**src/rtl/wb_sba_arbiter.sv**
```systemverilog
// Two-master pipelined Wishbone arbiter: core data master (m0) and debug SBA master (m1)
// share a single slave port, with bus lock, outstanding tracking and an ack watchdog.
module wb_sba_arbiter #(
  parameter int unsigned AW          = 32,
  parameter int unsigned DW          = 32,
  parameter bit          ROUND_ROBIN = 1'b1,
  parameter int unsigned TIMEOUT     = 255
) (
  input  logic              clk,
  input  logic              rst,
  input  logic              m0_cyc_i,
  input  logic              m0_stb_i,
  input  logic              m0_we_i,
  input  logic [AW-1:0]     m0_adr_i,
  input  logic [DW/8-1:0]   m0_sel_i,
  input  logic [DW-1:0]     m0_dat_i,
  output logic [DW-1:0]     m0_dat_o,
  output logic              m0_ack_o,
  output logic              m0_err_o,
  output logic              m0_stall_o,
  input  logic              m1_cyc_i,
  input  logic              m1_stb_i,
  input  logic              m1_we_i,
  input  logic [AW-1:0]     m1_adr_i,
  input  logic [DW/8-1:0]   m1_sel_i,
  input  logic [DW-1:0]     m1_dat_i,
  output logic [DW-1:0]     m1_dat_o,
  output logic              m1_ack_o,
  output logic              m1_err_o,
  output logic              m1_stall_o,
  output logic              s_cyc_o,
  output logic              s_stb_o,
  output logic              s_we_o,
  output logic [AW-1:0]     s_adr_o,
  output logic [DW/8-1:0]   s_sel_o,
  output logic [DW-1:0]     s_dat_o,
  input  logic [DW-1:0]     s_dat_i,
  input  logic              s_ack_i,
  input  logic              s_err_i,
  input  logic              s_stall_i,
  output logic [1:0]        gnt_o,
  output logic              timeout_o
);

  localparam int unsigned WDW     = (TIMEOUT < 2) ? 1 : $clog2(TIMEOUT + 1);
  localparam int unsigned TO_M1   = (TIMEOUT == 0) ? 0 : TIMEOUT - 1;
  localparam logic [3:0]  OUT_MAX = 4'd15;

  typedef enum logic [1:0] {IDLE = 2'd0, GNT0 = 2'd1, GNT1 = 2'd2} state_t;

  state_t          state_q, state_d;
  logic            last_q, last_d;
  logic [3:0]      out_q, out_d;
  logic [WDW-1:0]  wd_q, wd_d;
  logic            to_q, to_d;
  logic            to_m_q, to_m_d;

  logic            granted, sel1, busy, full, accept, resp, fire;
  logic            g_cyc, g_stb, g_we;
  logic [AW-1:0]   g_adr;
  logic [DW/8-1:0] g_sel;
  logic [DW-1:0]   g_dat;

  assign granted = (state_q != IDLE);
  assign sel1    = (state_q == GNT1);
  assign busy    = (out_q != 4'd0);
  assign full    = (out_q == OUT_MAX);

  // Request path: granted master's fields, zeroed when idle
  assign g_cyc   = sel1 ? m1_cyc_i : m0_cyc_i;
  assign g_stb   = sel1 ? m1_stb_i : m0_stb_i;
  assign g_we    = sel1 ? m1_we_i  : m0_we_i;
  assign g_adr   = sel1 ? m1_adr_i : m0_adr_i;
  assign g_sel   = sel1 ? m1_sel_i : m0_sel_i;
  assign g_dat   = sel1 ? m1_dat_i : m0_dat_i;

  assign s_cyc_o = granted & g_cyc;
  assign s_stb_o = granted & g_cyc & g_stb & ~full;
  assign s_we_o  = granted & g_we;
  assign s_adr_o = granted ? g_adr : '0;
  assign s_sel_o = granted ? g_sel : '0;
  assign s_dat_o = granted ? g_dat : '0;

  assign accept  = s_stb_o & ~s_stall_i;
  // Responses with nothing outstanding are stray and dropped
  assign resp    = busy & (s_ack_i | s_err_i);
  assign fire    = (TIMEOUT != 0) && busy && !resp && (wd_q == WDW'(TO_M1));

  // Response path: watchdog error is delivered the cycle after the fire decision
  assign m0_ack_o   = (state_q == GNT0) & busy & s_ack_i;
  assign m0_err_o   = ((state_q == GNT0) & busy & s_err_i) | (to_q & ~to_m_q);
  assign m0_stall_o = (state_q != GNT0) | s_stall_i | full;
  assign m1_ack_o   = sel1 & busy & s_ack_i;
  assign m1_err_o   = (sel1 & busy & s_err_i) | (to_q & to_m_q);
  assign m1_stall_o = ~sel1 | s_stall_i | full;
  assign m0_dat_o   = s_dat_i;
  assign m1_dat_o   = s_dat_i;

  assign gnt_o      = {sel1, state_q == GNT0};
  assign timeout_o  = to_q;

  always_ff @(posedge clk or posedge rst) begin
    if (rst) begin
      state_q <= IDLE;
      last_q  <= 1'b1;
      out_q   <= '0;
      wd_q    <= '0;
      to_q    <= 1'b0;
      to_m_q  <= 1'b0;
    end else begin
      state_q <= state_d;
      last_q  <= last_d;
      out_q   <= out_d;
      wd_q    <= wd_d;
      to_q    <= to_d;
      to_m_q  <= to_m_d;
    end
  end

  // Arbitration, lock/handover, outstanding and watchdog bookkeeping
  always_comb begin
    state_d = state_q;
    last_d  = last_q;
    out_d   = out_q;
    wd_d    = wd_q;
    to_d    = 1'b0;
    to_m_d  = to_m_q;

    case (state_q)
      IDLE: begin
        if (m0_cyc_i && (!m1_cyc_i || !ROUND_ROBIN || last_q)) state_d = GNT0;
        else if (m1_cyc_i)                                     state_d = GNT1;
      end
      GNT0: begin
        if (fire)           state_d = IDLE;
        else if (!m0_cyc_i) state_d = m1_cyc_i ? GNT1 : IDLE;
      end
      GNT1: begin
        if (fire)           state_d = IDLE;
        else if (!m1_cyc_i) state_d = m0_cyc_i ? GNT0 : IDLE;
      end
      default: state_d = IDLE;
    endcase

    if (accept && !resp)      out_d = out_q + 4'd1;
    else if (resp && !accept) out_d = out_q - 4'd1;

    if (!busy || resp) wd_d = '0;
    else               wd_d = wd_q + WDW'(1);

    // Any grant change abandons the old master's outstanding requests
    if (state_d != state_q) begin
      wd_d = '0;
      if (granted) out_d = '0;
      if (state_d == GNT0)      last_d = 1'b0;
      else if (state_d == GNT1) last_d = 1'b1;
    end

    if (fire) begin
      to_d   = 1'b1;
      to_m_d = sel1;
    end
  end

endmodule

```
**config.mk**
```make
export PLATFORM = sky130hd
export DESIGN_NAME = wb_sba_arbiter
export DESIGN_NICKNAME = d
export VERILOG_FILES = /design/src/rtl/wb_sba_arbiter.sv
export SDC_FILE = /design/constraint.sdc
export NUM_CORES = 1
export LEC_CHECK = 0
export ABC_CLOCK_PERIOD_IN_PS = 5600
export BUFFER_PORTS_ARGS = -buffer_cell sky130_fd_sc_hd__buf_2
export CAP_MARGIN = 40
export CELL_PAD_IN_SITES_DETAIL_PLACEMENT = 0
export CELL_PAD_IN_SITES_GLOBAL_PLACEMENT = 1
export CORE_AREA = 2 2 126 128
export CTS_CLUSTER_SIZE = 25
export DETAILED_ROUTE_END_ITERATION = 10
export DIE_AREA = 0 0 128 130
export PLACE_DENSITY_LB_ADDON = 0.15
export SLEW_MARGIN = 20
export SYNTH_ARGS = -nofsm -noshare
export SYNTH_HDL_FRONTEND = slang
export SYNTH_SLANG_ARGS = --single-unit
```
**constraint.sdc**
```tcl
create_clock -name clk -period 5.6 [get_ports clk]
set_clock_uncertainty 0.1 [all_clocks]
set_input_delay 0 -clock clk [delete_from_list [all_inputs] [get_ports clk]]
set_output_delay 0 -clock clk [all_outputs]
set_load 0.05 [all_outputs]
```
==> impl_metrics.env <==
export IMPL_status="completed"
export IMPL_maxSlewViolCount=0
export IMPL_crit_buf_inv=2
export IMPL_maxCapViolations=0
export IMPL_drive_gt1_share_pct=56.2
export IMPL_ys_seq_area_share_pct=19.1
export IMPL_gp_congestion=0.731
export IMPL_numPortBuffers=226
export IMPL_die_area_um2=16600
export IMPL_setup_tns_ns=0
export IMPL_grt_total_usage_pct=11.1
export IMPL_ctsResizeCount=0
export IMPL_yosysUniqueCellTypes=40
export IMPL_drt_iter0_markers=79
export IMPL_finalCriticalPeriod_ns=2.59
export IMPL_syn_to_final_growth_pct=72.7
export IMPL_worst_setup_path_end_kind="flop"
export IMPL_filler_cell_count=1738
export IMPL_cts_sinks=17
export IMPL_postCtsHoldBufs=34
export IMPL_overflow=0
export IMPL_worstSkewPairLatency_ns=0.25
export IMPL_synth_ff_type="dfrtp_1"
export IMPL_cts_made_buffers=3
export IMPL_coreArea_um2=15400
export IMPL_grt_max_degree=73
export IMPL_sw_frac_of_total_pct=60.2
export IMPL_synth_edf_count=0
export IMPL_powerDensity_nw_per_um2=338
export IMPL_totalPowerFinal_w=0.00130
export IMPL_synthesis_nets=454
export IMPL_power_frac_clock_pct=11.2
export IMPL_cp_cell_sequence="inv_1 > ha_1 > or3b_1 > nand4_4 > inv_1 > nor2_1 > o21ai_0 > ha_1 > a211oi_1 > mux2i_1"
export IMPL_yosysWarnings=0
export IMPL_synthTopCellsByArea="a22o_1 (27%), buf_4 (22%), dfrtp_1 (18%)"
export IMPL_htree_levels=1
export IMPL_wl_mm=11.7
export IMPL_arrival_ns=2.67
export IMPL_leakage_nw=2.10
export IMPL_synth_avg_cell_area_um2=8.27
export IMPL_seqPwrFrac_pct=13.3
export IMPL_cts_tree="yes"
export IMPL_dp_hpwl_mm=8.91
export IMPL_die_w_um=128
export IMPL_holdCritPathClass="in2reg"
export IMPL_cts_setup_buffers=0
export IMPL_cts_max_path_buffers=2
export IMPL_tightestPinTransition_ns=0.796
export IMPL_row_count=46
export IMPL_antenna_cells=0
export IMPL_yosys_top_cells_count="a22o_1 (69), buf_4 (66), nor2_1 (19), dfrtp_1 (16), nand2_1 (14)"
export IMPL_synth_top_area_share_pct=27.1
export IMPL_p_int_w=0.000518
export IMPL_crit_family="simple AND/OR/NAND/NOR gates"
export IMPL_synthArstFlopShare_pct=100
export IMPL_max_stage_delay_ns=0.51
export IMPL_setup_viol=0
export IMPL_fin_nets=671
export IMPL_ys_ff_latch=17
export IMPL_die_y_um=130
export IMPL_synth_most_common_cell="a22o_1"
export IMPL_peakVddDrop_v=0.000126
export IMPL_slew_headroom_pct=46.9
export IMPL_hold_viol_final=0
export IMPL_switching_power_w=0.000785
export IMPL_cp_required_ns=5.68
export IMPL_wl_per_cell_um=17.2
export IMPL_yosys_area_top_type="a22o_1"
export IMPL_clkTransAtPathRegs_ns=0.06
export IMPL_cts_root_buf="clkbuf_16"
export IMPL_max_freq_mhz=385
export IMPL_io_pins=323
export IMPL_critPathKind="reg2reg"
export IMPL_antenna_left=0
export IMPL_drc=0
export IMPL_initial_core_util_pct=14.5
export IMPL_vias_per_cell=4.22
export IMPL_num_vias=2863
export IMPL_combPwrFrac_pct=75.5
export IMPL_cp_start_kind="flop"
export IMPL_cp_max_fo=8
export IMPL_grt_pass1_vias=2422
export IMPL_grt_pass1_wl_mm=14.4
export IMPL_syn_cell_area_um2=2230
export IMPL_syn_inst=270
export IMPL_antenna_found_initial=1
export IMPL_grt_setup_unrepaired="false"
export IMPL_timing_final_crit_share_pct=46.3
export IMPL_first_pass_iters=4
export IMPL_crit_slowest_cell="or3b_1"
## final cells by class
cell class                 instances  area [um^2]  area share, %
clock inverter                     1         5.00          0.130
multi-input combinational        160         1200           31.2
sequential                        17          428           11.1
tap                              192          240           6.23
timing repair buffer             294         1870           48.4
inverter                          11         41.3           1.07
clock buffer                       3         75.1           1.95
## power by group through the flow
stage | logic (W) | registers (W) | clock network, W
2_1_floorplan | 0.000765 | 0.000166 | 0
3_3_place_gp | 0.000850 | 0.000175 | 0
3_5_place_dp | 0.000847 | 0.000176 | 0
4_1_cts | 0.000963 | 0.000174 | 0.000149
5_1_grt | 0.00104 | 0.000178 | 0.000156
6_report | 0.000984 | 0.000173 | 0.000145
## registers in the layout (all words and copies together), names as in the netlist
signal / flops
last_q: 1
out_q: 4
state_q: 2
timeout_o: 1
to_m_q: 1
wd_q: 8
## cell usage in the layout, fill, tap and decap left out, drive strengths merged, types with 2 or more instances in the layout
cell type and count:
a211oi 3, a21oi 3, a22o 69, and3 2, buf 260, clkbuf 3, dfrtp 16, dlygate4sd3 34
ha 5, inv 11, mux2i 3, nand2 14, nand2b 2, nand3 6, nand4 3, nor2 19
o21ai 5, xnor2 5, xor2 5
## tightest hold or removal path: cells and delay by family
| kind | cells | cell delay (ns) |
|---|---|---|
| compound gates | 1 | 0.13 |
| buf+inv | 2 | 0.21 |
## kinds of logic after synthesis
family | count (synthesis) | synth area share [%]
buf+inv | 93 | 27.1
flops | 17 | 19.1
compound gates | 90 | 34.3
mux | 3 | 1.34
xor+xnor | 10 | 3.92
simple gates | 52 | 11.5
fa+ha+maj | 5 | 2.80
## per-layer routing
metal | global-route usage [%] | up-vias | wire length, um | share of wire (%)
met5 | 0 | - | 13 | 0.11
met4 | 1.16 | 2 | 42 | 0.36
met3 | 3.12 | 4 | 909 | 7.8
met2 | 18.2 | 132 | 5740 | 49
met1 | 15.2 | 1365 | 4950 | 42
li1 | - | 1360 | - | -
## stage by stage
step                worst slack (ns)  hold slack [ns]  instances  area, um^2  utilization, %
global route                    2.74           0.0673        678        3860            25.0
floorplan                       3.27           -0.175        270        2230               -
finish                          3.01           0.0400        678        3860            25.0
global placement                3.08          -0.0995        608        3060            19.8
detailed placement              3.02          -0.0995        608        3060            19.8
CTS                             2.99           0.0361        646        3480            22.6
## final timing paths
check / depth (start not counted) / to / slack, ns / startpoint
worst max-delay path: 10 / last_q$_DFFE_PP1P_ / 3.01 / out_q[1]$_DFF_PP0_
worst min-delay path: 3 / state_q[1]$_DFF_PP0_ / 0.04 / m1_cyc_i
worst max register to register: 10 / last_q$_DFFE_PP1P_ / 3.01 / out_q[1]$_DFF_PP0_
worst min register to register: 2 / last_q$_DFFE_PP1P_ / 0.40 / last_q$_DFFE_PP1P_
max in group asynchronous: 3 / state_q[0]$_DFF_PP0_ / 4.58 / rst
min in group asynchronous: 3 / wd_q[2]$_DFF_PP0_ / 0.31 / rst
(Power assumes the default switching activity.)
